===== config.mk =====
export PLATFORM = sky130hd
export DESIGN_NAME = llr_frame_loader
export DESIGN_NICKNAME = d
export VERILOG_FILES = /design/src/rtl/fptd_loader_pkg.sv /design/src/rtl/lane_shift_reg.sv /design/src/rtl/llr_frame_loader.sv
export SDC_FILE = /design/constraint.sdc
export NUM_CORES = 2
export LEC_CHECK = 0
export CAP_MARGIN = 0
export CORE_AREA = 8 8 556 558
export DETAILED_ROUTE_END_ITERATION = 8
export DIE_AREA = 0 0 564 566
export GPL_ROUTABILITY_DRIVEN = 0
export PLACE_DENSITY_LB_ADDON = 0.08
export SLEW_MARGIN = 20
export SYNTH_ARGS = -nofsm -noshare
export SYNTH_HDL_FRONTEND = slang
export SYNTH_HIERARCHICAL = 1
export SYNTH_SLANG_ARGS = --single-unit

===== constraint.sdc =====
create_clock -name Clock -period 11.57 [get_ports Clock]
set_input_delay 1.7355 -clock Clock [delete_from_list [all_inputs] [get_ports Clock]]
set_output_delay 1.7355 -clock Clock [all_outputs]
set_load 0.05 [all_outputs]

===== src/rtl/fptd_loader_pkg.sv =====
// Shared state encoding and default geometry for the LLR frame loader.
package fptd_loader_pkg;

    localparam int DEF_LANES  = 7;
    localparam int DEF_BITS   = 200;
    localparam int FRAME_BITS = DEF_LANES * DEF_BITS;

    typedef enum logic [2:0] {
        IDLE,
        REQ,
        SHIFT,
        DECODE,
        REPORT
    } loader_state_e;

endpackage


===== src/rtl/lane_shift_reg.sv =====
// Serial-in/parallel-out register for one LLR lane; shifts left so the
// first bit received ends at the MSB once BITS shifts have been done.
module lane_shift_reg
    import fptd_loader_pkg::*;
#(
    parameter int BITS = DEF_BITS
) (
    input  logic            Clock,
    input  logic            Reset,
    input  logic            i_en,
    input  logic            i_bit,
    output logic [BITS-1:0] o_data
);

    logic [BITS-1:0] r_data;

    // NOTE: the whole lane is cleared asynchronously so a reset mid-frame never leaves partial LLRs visible.
    always_ff @(posedge Clock or posedge Reset) begin
        if (Reset) begin
            r_data <= '0;
        end else if (i_en) begin
            r_data <= {r_data[BITS-2:0], i_bit};
        end
    end

    assign o_data = r_data;

endmodule


===== src/rtl/llr_frame_loader.sv =====
// LLR frame loader: capture a frame from the serial lanes, start the FPTD decoder,
// report completion. Define LLR_FRAME_COUNTER_EN to build the live FrameCount counter.
module llr_frame_loader
    import fptd_loader_pkg::*;
#(
    parameter int LANES      = DEF_LANES,
    parameter int BITS       = DEF_BITS,
    parameter int CNT_W      = 8,
    parameter int TIMEOUT    = 4096,
    parameter int TO_W       = 13,
    parameter int RPT_CYCLES = 2
) (
    input  logic                  Clock,
    input  logic                  Reset,
    input  logic                  Go,
    input  logic                  Mode,
    input  logic [LANES-1:0]      In,
    input  logic                  DecReady,
    output logic                  Start2,
    output logic                  ShiftEn,
    output logic [LANES*BITS-1:0] LaneData,
    output logic                  DecStart,
    output logic                  TestReady,
    output logic                  TimeoutFlag,
    output logic [15:0]           FrameCount
);

    loader_state_e    r_state;
    loader_state_e    w_next;
    logic [CNT_W-1:0] r_bit_cnt;
    logic [TO_W-1:0]  r_to_cnt;
    logic             r_timeout_flag;
    logic             r_go_hold;
    logic             w_shift_last;
    logic             w_to_last;
    logic             w_report_last;

    // r_bit_cnt counts shifted bits in SHIFT and held cycles in REPORT.
    assign w_shift_last  = (r_bit_cnt == CNT_W'(BITS - 1));
    assign w_to_last     = (r_to_cnt == TO_W'(TIMEOUT - 1));
    assign w_report_last = (r_state == REPORT) && (r_bit_cnt == CNT_W'(RPT_CYCLES - 1));

    always_ff @(posedge Clock or posedge Reset) begin
        if (Reset) begin
            r_state <= IDLE;
        end else begin
            r_state <= w_next;
        end
    end

    always_comb begin
        w_next    = r_state;
        Start2    = 1'b0;
        ShiftEn   = 1'b0;
        DecStart  = 1'b0;
        TestReady = 1'b0;
        case (r_state)
            IDLE: begin
                if (Go && !r_go_hold) w_next = REQ;
            end
            REQ: begin
                Start2 = 1'b1;
                w_next = SHIFT;
            end
            SHIFT: begin
                ShiftEn = 1'b1;
                if (w_shift_last) w_next = DECODE;
            end
            DECODE: begin
                DecStart = (r_to_cnt == '0);
                if (DecReady || w_to_last) w_next = REPORT;
            end
            REPORT: begin
                TestReady = 1'b1;
                if (w_report_last) w_next = (Go && !Mode) ? REQ : IDLE;
            end
            default: w_next = IDLE;
        endcase
    end

    always_ff @(posedge Clock or posedge Reset) begin
        if (Reset) begin
            r_bit_cnt      <= '0;
            r_to_cnt       <= '0;
            r_timeout_flag <= 1'b0;
            r_go_hold      <= 1'b0;
        end else begin
            case (r_state)
                REQ: r_bit_cnt <= '0;
                SHIFT: begin
                    r_to_cnt <= '0;
                    if (w_shift_last) begin
                        r_bit_cnt      <= '0;
                        r_timeout_flag <= 1'b0;
                    end else begin
                        r_bit_cnt <= r_bit_cnt + CNT_W'(1);
                    end
                end
                DECODE: begin
                    if (!DecReady) begin
                        if (w_to_last) r_timeout_flag <= 1'b1;
                        else           r_to_cnt       <= r_to_cnt + TO_W'(1);
                    end
                end
                REPORT: r_bit_cnt <= r_bit_cnt + CNT_W'(1);
                default: ;
            endcase
            // After a single-frame run, Go must drop before IDLE will start again.
            if (!Go)                        r_go_hold <= 1'b0;
            else if (w_report_last && Mode) r_go_hold <= 1'b1;
        end
    end

    assign TimeoutFlag = r_timeout_flag;

    for (genvar l = 0; l < LANES; l++) begin : g_lane
        lane_shift_reg #(.BITS(BITS)) u_lane (
            .Clock  (Clock),
            .Reset  (Reset),
            .i_en   (ShiftEn),
            .i_bit  (In[l]),
            .o_data (LaneData[l*BITS +: BITS])
        );
    end

`ifdef LLR_FRAME_COUNTER_EN
    logic [15:0] r_frame_cnt;
    logic        w_decode_done;

    assign w_decode_done = (r_state == DECODE) && (DecReady || w_to_last);

    always_ff @(posedge Clock or posedge Reset) begin
        if (Reset) begin
            r_frame_cnt <= '0;
        end else if (w_decode_done) begin
            r_frame_cnt <= r_frame_cnt + 16'd1;
        end
    end

    assign FrameCount = r_frame_cnt;
`else
    assign FrameCount = 16'd0;
`endif

endmodule

==> flow_summary_export.csv <==
group,metric,value,unit
place,io_buffers,1416,
routing,via_count,32430,
grt,grt_pass1_wl,306600,µm
clock_network,cts-resized-gates,0,
outcome,outcome,"finished, final reports clean",
clock_network,path_clk_slew,50,ps
worst_setup_path,cp-end-kind,"flip-flop",
sta,setup-violations-final,0,
floorplanning,die_area,0.3192,mm²
sta,tightestPinTransition,1137,ps
place,placed_area,0.07186,mm²
floorplanning,die_y,566,µm
clock_network,ctsHoldBuffers,0,
clock_network,htreeDepth,4,
finish,synthToLayoutAreaGrowth,42.71,%
worst_setup_path,worstSetupPathType,"reg2reg",
hold_path,hp-start,"g_lane[3].u_lane/o_data[199]",
sta,period_minus_slack,6016,ps
synthesis,synth_edf_count,0,
worst_setup_path,crit_top_cell,"buf_4",
flow_run,maxCapViolCount,0,
worst_setup_path,r2r-end,"g_lane[1].u_lane/o_data[179]",
synthesis,yosysMostFrequentCell,"dfrtp_1",
routing,ant_nets,0,
worst_setup_path,cp_cell_sequence,"or3b_1, inv_8, buf_4, buf_4, buf_4, buf_4, mux2_2",
routing,wl_per_cell,25.20,µm
worst_setup_path,cp-start-kind,"flip-flop",
power,p_comb_frac,0.051,
finish,regArea,0.03568,mm²
worst_setup_path,rr_startpoint,"r_state[0]",
finish,final_area,0.07787,mm²
sta,hold_viol,0,
power,seqPwrFrac,0.448,
finish,multiInputGateArea,0.01664,mm²
clock_network,cts_buffer_depth,4,
sta,hold_slack,504.6,ps
synthesis,netlist_top_cells_count,"dfrtp_1 (1426), mux2_2 (1400), clkbuf_8 (140)",
clock_network,cts_setup_buffers,0,
sta,finalSetupTns,0,ps
synthesis,synthFlopType,"dfrtp_1",
synthesis,synth_top_area_frac,0.6540,
synthesis,ys_types,43,
floorplanning,initial_utilization,0.1814,
routing,via_per_inst,3.706,
finish,fill_cells,31160,
synthesis,async_reset_ff_frac,1.000,
worst_setup_path,worst-path-buf-inv,5,
power,leakage,35.38,nW
power,power_switching,2.812,mW
routing,dr.first_iter.drc_count,1207,
sta,fin_skew,35.46,ps
synthesis,synth_area,0.05456,mm²
grt,grt_max_degree,182,
worst_setup_path,slowest_stage,"buf_4",
hold_path,whs_path_depth,1,
sta,maxSlewHeadroom,0.2419,
synthesis,synth.largest_area_cell,"dfrtp_1",
sta,fmax,0.1662,GHz
synthesis,yosysSeqAreaShare,0.6540,
finish,fin_nets,4639,
power,clkPwrFrac,0.501,
synthesis,synth-seq-cells,1426,
routing,drt-total-wl,220500,µm
sta,rsz0062_at_grt,"false",
grt,overflow,0,
place,dp_hpwl,166300,µm
worst_setup_path,crit_required,12260,ps
worst_setup_path,cpPeakStageDelay,830,ps
floorplanning,die_w,564,µm
sta,period_share,0.5200,
clock_network,numClockSinks,1426,
routing,drc_errors,0,
floorplanning,num_rows,202,
finish,final_layout_size_suffix_gt1_frac,0.3594,
synthesis,synth_cells,3145,
grt,first_global_vias,35040,
synthesis,synthTopCellsByArea,"dfrtp_1 (65%), mux2_2 (29%), clkbuf_8 (3.5%)",
clock_network,cts_buffers,189,
grt,grt_usage,0.1336,
grt,antenna_found_initial,6,
hold_path,hp-class,"reg2reg",
clock_network,clock_latency,830,ps
sta,drv_slew,0,
power,internal_power,8.594,mW
routing,firstDrtPassIters,4,
synthesis,syn_avg_cell_area,17.35,µm²
synthesis,ys_warn_count,6,
clock_network,cts_tree,"built",
worst_setup_path,worstPathMaxFanout,115,
worst_setup_path,cp.arrival,6710,ps
floorplanning,core-area,0.3008,mm²
worst_setup_path,reg2reg_depth,7,
worst_setup_path,rrSetupSlack,5550,ps
power,p_per_area,146.5,mW/mm²
clock_network,clockRootBuffer,"clkbuf_16",
floorplanning,io_pins,1433,
power,vdd_drop_max,0.00009905,V
hold_path,hold_end,"g_lane[3].u_lane/o_data[199]",
worst_setup_path,crit_family,"buffers and inverters",
power,power_switching_share,0.2465,
## power groups by stage
stage                     Combinational, mW  Sequential, mW  Clock, mW
after global placement                0.606            5.20          0
after global routing                  0.621            5.12       6.21
final                                 0.583            5.11       5.72
after detailed placement              0.604            5.20          0
after CTS                             0.606            5.11       6.03
after floorplan                       0.141            5.40          0
## registers in the layout (all words and copies together) (netlist names)
signal and cells:
TimeoutFlag 1, g_lane.u_lane/o_data 1400, r_bit_cnt 8, r_go_hold 1, r_state 3, r_to_cnt 13
## routing by layer
metal	share of wire	vias up	GRT usage
met3	0.10	265	0.06172
li1	-	14200	-
met2	0.51	1004	0.2378
met4	0.028	2	0.03677
met1	0.36	16960	0.1417
met5	0.000059	-	0
## cells in the final DEF (no fill, tap or decap), types with 3 or more instances in the layout
cell type and n:
clkbuf_16 192, dfrtp_1 1426, and4_1 3, inv_16 3, buf_4 29, a31oi_1 4
xnor2_1 4, o21ai_0 4, inv_6 4, inv_1 7, clkbuf_1 68, clkdlybuf4s50_1 1414
inv_8 7, clkinv_2 18, a211oi_1 3, nor4_1 8, ha_1 4, nand2_1 22
or3b_1 3, clkbuf_8 45, nor2b_1 3, nand2b_1 4, nor2_1 11, conb_1 16
diode_2 4, nand3_1 10, mux2i_1 12, nand4_1 4, mux2_2 1400, nor3_1 4
## per-stage QoR
step                  util  power, mW  setup slack, ps  cells
global route        0.2589      11.95             5111   8748
floorplan                -      5.538             4380   3160
finish              0.2589      11.41             5554   8751
global placement    0.2389      5.802             5474   8410
detailed placement  0.2389      5.801             5426   8410
CTS                 0.2588      11.75             5425   8747
## layout make-up
class	count	area share
diodes	4	0.0001285
clock buffers	305	0.07293
clock inverters	32	0.003953
inverters	16	0.001607
multi-input cells	1542	0.2138
flip-flops and latches	1426	0.4583
well taps	3978	0.06392
repair buffers	1448	0.1854
## worst register-to-register path, cell delays in order (launching register included)
cell	delay, ps
dfrtp_1	540
or3b_1	770
inv_8	750
buf_4	1040
buf_4	720
buf_4	800
buf_4	830
mux2_2	480
## how the worst max path moves through the flow
stage                          start                           end  slack, ps  depth (start not counted)
after detailed placement  r_state[0]  g_lane[1].u_lane/o_data[179]       5430                          7
after global placement    r_state[0]  g_lane[1].u_lane/o_data[171]       5470                          7
after floorplan                Reset    g_lane[0].u_lane/o_data[0]       4380                          1
final                     r_state[0]  g_lane[1].u_lane/o_data[179]       5550                          7
after global routing      r_state[0]  g_lane[2].u_lane/o_data[184]       5110                          7
after CTS                 r_state[0]  g_lane[2].u_lane/o_data[184]       5430                          7
## cells by family after synthesis
logic type               share of synthesized area
AO/OA/AOI/OAI                             0.002958
XOR/XNOR                                 0.0006420
adder cells (fa/ha/maj)                  0.0009173
buffers and inverters                      0.04201
flip-flops                                  0.6540
multiplexers                                0.2911
other                                   0.00006873
AND/OR/NAND/NOR                           0.008301
Note: power is estimated with default switching activity, not from simulation.
